File: src/rtl/mac_vector_loader.sv
// Element-pair stream to N-wide vector assembler feeding the MAC.
// Fill bank collects one frame while the output bank holds the previous one.
module mac_vector_loader #(
    parameter int N  = 16,
    parameter int W  = 32,
    parameter int CW = 16
) (
    input  logic                  clk,
    input  logic                  rst,
    input  logic                  s_valid,
    output logic                  s_ready,
    input  logic [W-1:0]          s_a,
    input  logic [W-1:0]          s_b,
    input  logic                  s_last,
    output logic [N-1:0][W-1:0]   vec_a,
    output logic [N-1:0][W-1:0]   vec_b,
    output logic                  vec_valid,
    input  logic                  vec_ready,
    output logic                  frame_err,
    output logic [CW-1:0]         frame_cnt
);

    localparam int IW = (N > 1) ? $clog2(N) : 1;

    typedef logic [N-1:0][W-1:0] vec_t;

    vec_t          fa_q, fa_d;
    vec_t          fb_q, fb_d;
    vec_t          va_q, va_d;
    vec_t          vb_q, vb_d;
    logic [IW-1:0] idx_q, idx_d;
    logic          full_q, full_d;
    logic          vld_q, vld_d;
    logic          err_q, err_d;
    logic [CW-1:0] cnt_q, cnt_d;

    logic accept;
    logic at_end;
    logic complete;
    logic xfer;

    assign s_ready  = !full_q;
    assign accept   = s_valid && !full_q;
    assign at_end   = (idx_q == IW'(N - 1));
    assign complete = accept && (s_last || at_end);
    assign xfer     = full_q && (!vld_q || vec_ready);

    always_comb begin
        fa_d   = fa_q;
        fb_d   = fb_q;
        va_d   = va_q;
        vb_d   = vb_q;
        idx_d  = idx_q;
        full_d = full_q;
        vld_d  = vld_q;
        cnt_d  = cnt_q;
        // Error when the last flag and the N-th beat disagree.
        err_d  = complete && (s_last != at_end);

        if (accept) begin
            fa_d[idx_q] = s_a;
            fb_d[idx_q] = s_b;
            idx_d       = complete ? '0 : idx_q + IW'(1);
            full_d      = complete;
        end

        // accept needs !full_q and xfer needs full_q, so they never collide.
        if (xfer) begin
            va_d   = fa_q;
            vb_d   = fb_q;
            vld_d  = 1'b1;
            cnt_d  = cnt_q + CW'(1);
            fa_d   = '0;
            fb_d   = '0;
            full_d = 1'b0;
        end else if (vld_q && vec_ready) begin
            vld_d = 1'b0;
        end
    end

    always_ff @(posedge clk or posedge rst) begin
        if (rst) begin
            fa_q   <= '0;
            fb_q   <= '0;
            va_q   <= '0;
            vb_q   <= '0;
            idx_q  <= '0;
            full_q <= 1'b0;
            vld_q  <= 1'b0;
            err_q  <= 1'b0;
            cnt_q  <= '0;
        end else begin
            fa_q   <= fa_d;
            fb_q   <= fb_d;
            va_q   <= va_d;
            vb_q   <= vb_d;
            idx_q  <= idx_d;
            full_q <= full_d;
            vld_q  <= vld_d;
            err_q  <= err_d;
            cnt_q  <= cnt_d;
        end
    end

    assign vec_a     = va_q;
    assign vec_b     = vb_q;
    assign vec_valid = vld_q;
    assign frame_err = err_q;
    assign frame_cnt = cnt_q;

endmodule
File: config.mk
export PLATFORM = sky130hd
export DESIGN_NAME = mac_vector_loader
export DESIGN_NICKNAME = d
export VERILOG_FILES = /design/src/rtl/mac_vector_loader.sv
export SDC_FILE = /design/constraint.sdc
export NUM_CORES = 2
export LEC_CHECK = 0
export ABC_CLOCK_PERIOD_IN_PS = 89300
export BUFFER_PORTS_ARGS = -buffer_cell sky130_fd_sc_hd__buf_4
export CORE_ASPECT_RATIO = 0.5
export CORE_MARGIN = 1
export CORE_UTILIZATION = 40
export CTS_CLUSTER_DIAMETER = 30
export CTS_CLUSTER_SIZE = 20
export DETAILED_ROUTE_END_ITERATION = 6
export MAX_ROUTING_LAYER = met4
export SETUP_SLACK_MARGIN = 0.4
export SYNTH_ARGS = -nofsm -noshare
export SYNTH_HDL_FRONTEND = slang
export SYNTH_SLANG_ARGS = --single-unit
File: constraint.sdc
create_clock -name clk -period 89.3 [get_ports clk]
set_clock_uncertainty 0.1 [all_clocks]
set_input_delay 17.86 -clock clk [delete_from_list [all_inputs] [get_ports clk]]
set_output_delay 17.86 -clock clk [all_outputs]
set_load 0.005 [all_outputs]
==> impl_metrics.json <==
{
  "r2r_end": "vec_a[328]$_DFFE_PP0P_",
  "die_w_microns": 634.7,
  "antenna_left": 0,
  "r2r_setup_slack_ps": 83240,
  "cts_tree": "built",
  "crit_arrival_ps": 24330,
  "fin_nets": 9902,
  "synth_warnings": 0,
  "synth.top_cell.area_share_pct": 64.73,
  "ys_top_cells_by_count": "5128 x nand2_1, 2071 x dfrtp_1, 1025 x a21oi_1",
  "max_clock_freq_mhz": 42.30,
  "clkTransAtPathRegs_ps": 60,
  "final.min_clock_period_ps": 23640,
  "wl_microns": 298600,
  "power.total_w": 0.002528,
  "die-area_sq_um": 202100,
  "worst_r2r_path_depth": 8,
  "period_share_pct": 26.47,
  "coreArea_sq_um": 197700,
  "synth_area_leaders": "dfrtp_1 65%, nand2_1 24%, a21oi_1 6.4%",
  "vdd_ir_drop_max_mv": 0.01325,
  "fill_cells": 18630,
  "cap_violations": 0,
  "hold_viol_final": 0,
  "cts.sinks": 2071,
  "rr_startpoint": "full_q$_DFFE_PP0P_",
  "synth_top_area_cell": "dfrtp_1",
  "boundaryPins": 1112,
  "worstMarginPinSlew_ps": 1231,
  "grt_pass1_wl_microns": 428000,
  "synth-main-ff-cell": "dfrtp_1",
  "cts_hold_buf": 0,
  "status": "finished, final reports clean",
  "place_congestion": 0.8752,
  "hp-class": "flop to flop",
  "drc": 0,
  "ys_ff_latch": 2071,
  "crit_fanout": 134,
  "tns_ps": 0,
  "critPathRequiredTime_ps": 90000,
  "row_count": 115,
  "clk_latency_ps": 850,
  "worstSetupPathType": "primary input to asynchronous set/reset pin",
  "place_hpwl_microns": 185200,
  "grt.total_usage_pct": 29.81,
  "whs_endpoint": "vec_b[102]$_DFFE_PP0P_",
  "yosysMostFrequentCell": "nand2_1",
  "post_cts_buffers": 0,
  "hold_depth": 2,
  "overflow": 0,
  "grt_max_degree": 233,
  "wire_per_inst_microns": 23.51,
  "leakage_nw": 51.99,
  "avgSynthCellArea_sq_um": 8.885,
  "antenna_found_initial": 12,
  "drtPass1Iterations": 5,
  "post_cts_resized": 0,
  "startpoint_type": "primary input",
  "initial_core_util_pct": 40.50,
  "syn_nets": 9086,
  "synth_edf_count": 0,
  "drtIter0Drc": 6881,
  "synth_cells": 9011,
  "port_buffers": 1111,
  "synth_cell_types": 35,
  "yosysSeqAreaShare_pct": 64.73,
  "async_flop_share_pct": 100.0,
  "vias": 65650,
  "finish.utilization_pct": 50.63,
  "area_growth_pct": 25.03,
  "grt_setup_unrepaired": "no",
  "via_per_inst": 5.169,
  "synthesis.area_sq_um": 80060,
  "die_y_microns": 318.4,
  "htreeDepth": 5,
  "drive_gt1_share_pct": 17.47,
  "cts-root-buf": "clkbuf_16",
  "drv_slew": 0,
  "final-setup-viol-count": 0,
  "hp-start": "fb_q[102]$_DFFE_PP0P_",
  "endpoint_kind": "asynchronous set/reset pin",
  "power-per-cell-area_nw_per_um2": 25.25,
  "relSlewSlack_pct": 17.17,
  "grt_pass1_vias": 61420,
  "clock_path_buffers": 4,
  "cts_buffers": 299
}
## kinds of logic (layout without fill, tap and decap cells)
group | after synthesis | after routing | synth area share [%]
and+or+nand+nor | 5204 | 5204 | 24.89
DFF | 2071 | 2071 | 64.73
AOI/OAI and AO/OA | 1031 | 1031 | 6.450
buffers and inverters | 684 | 1737 | 3.674
xor gates and xnor gates | 15 | 15 | 0.1641
adders and majority gates | 6 | 6 | 0.09376
other | 0 | 5 | 0
## metrics by stage
stage / cell area [sq um] / setup slack (ps) / cells / hold WS [ps]
final: 100100 / 65660 / 12700 / 322.9
after global routing: 100100 / 64670 / 12700 / 350.9
after CTS: 100100 / 65440 / 12700 / 333.5
after detailed placement: 89580 / 64550 / 12160 / 347.9
after global placement: 89580 / 64540 / 12160 / 343.2
after floorplan: 80060 / 12840 / 9011 / 338.6
## area by class of cell
| class | instances | area [sq um] | share of cell area (%) |
|---|---|---|---|
| diodes | 5 | 12.51 | 0.01250 |
| clock buffers | 348 | 8118 | 8.109 |
| clock inverters | 190 | 2391 | 2.389 |
| inverters | 6 | 30.03 | 0.03000 |
| multi-input cells | 6256 | 25380 | 25.35 |
| flip-flops and latches | 2071 | 51820 | 51.77 |
| well taps | 2632 | 3293 | 3.290 |
| repair buffers | 1193 | 9056 | 9.047 |
## worst max-delay path, stage by stage
cell and delay (ps):
buf_4 130, inv_8 590, buf_4 720, buf_4 750
buf_4 760, buf_4 780, buf_4 590, buf_4 840
buf_4 890
## power breakdown
part,switching (W),internal (W)
Sequential,0.0000538,0.00100
Clock,0.000475,0.000765
Combinational,0.000156,0.0000773
## how the worst max path moves through the flow
stage	startpoint	endpoint	slack [ps]	depth (start not counted)
after floorplan	rst	fa_q[0]$_DFFE_PP0P_	12840	1
final	rst	fa_q[363]$_DFFE_PP0P_	65660	9
after detailed placement	rst	vec_a[377]$_DFFE_PP0P_	64550	9
after global placement	rst	vec_a[376]$_DFFE_PP0P_	64540	9
after global routing	rst	fa_q[363]$_DFFE_PP0P_	64670	9
after CTS	rst	fa_q[363]$_DFFE_PP0P_	65440	9
## layer usage
layer / part of all wire, % / vias up / GRT usage [%]
met5: 0 / - / -
met4: 7.7 / 0 / 19.27
met3: 5.3 / 842 / 4.104
met2: 48 / 2273 / 46.58
met1: 39 / 32940 / 36.50
li1: - / 29600 / -
## registers in the layout, indices dropped and copies added, names as in the netlist
name	flops
frame_err	1
vec_b	512
idx_q	4
fb_q	512
vec_a	512
vec_valid	1
fa_q	512
full_q	1
frame_cnt	16
## cell usage in the layout, fill, tap and decap left out, types with 5 or more instances in the layout
cell type,synthesis,routed
nand2b_1,7,7
diode_2,0,5
buf_12,0,8
a21oi_1,1025,1025
xnor2_1,11,11
nand2_1,5128,5128
clkbuf_16,0,308
clkinv_8,0,9
clkinv_2,0,30
ha_1,6,6
nand3_4,6,9
nand3_1,7,6
inv_6,0,46
clkinvlp_4,0,28
clkbuf_8,0,26
bufinv_16,0,34
inv_8,0,17
buf_4,5,1185
clkbuf_1,404,14
dfrtp_1,2071,2071
nor2_4,6,12
clkinv_4,0,24
nand4_1,8,8
inv_1,6,5
No activity file was read; power rests on OpenSTA's default activity.
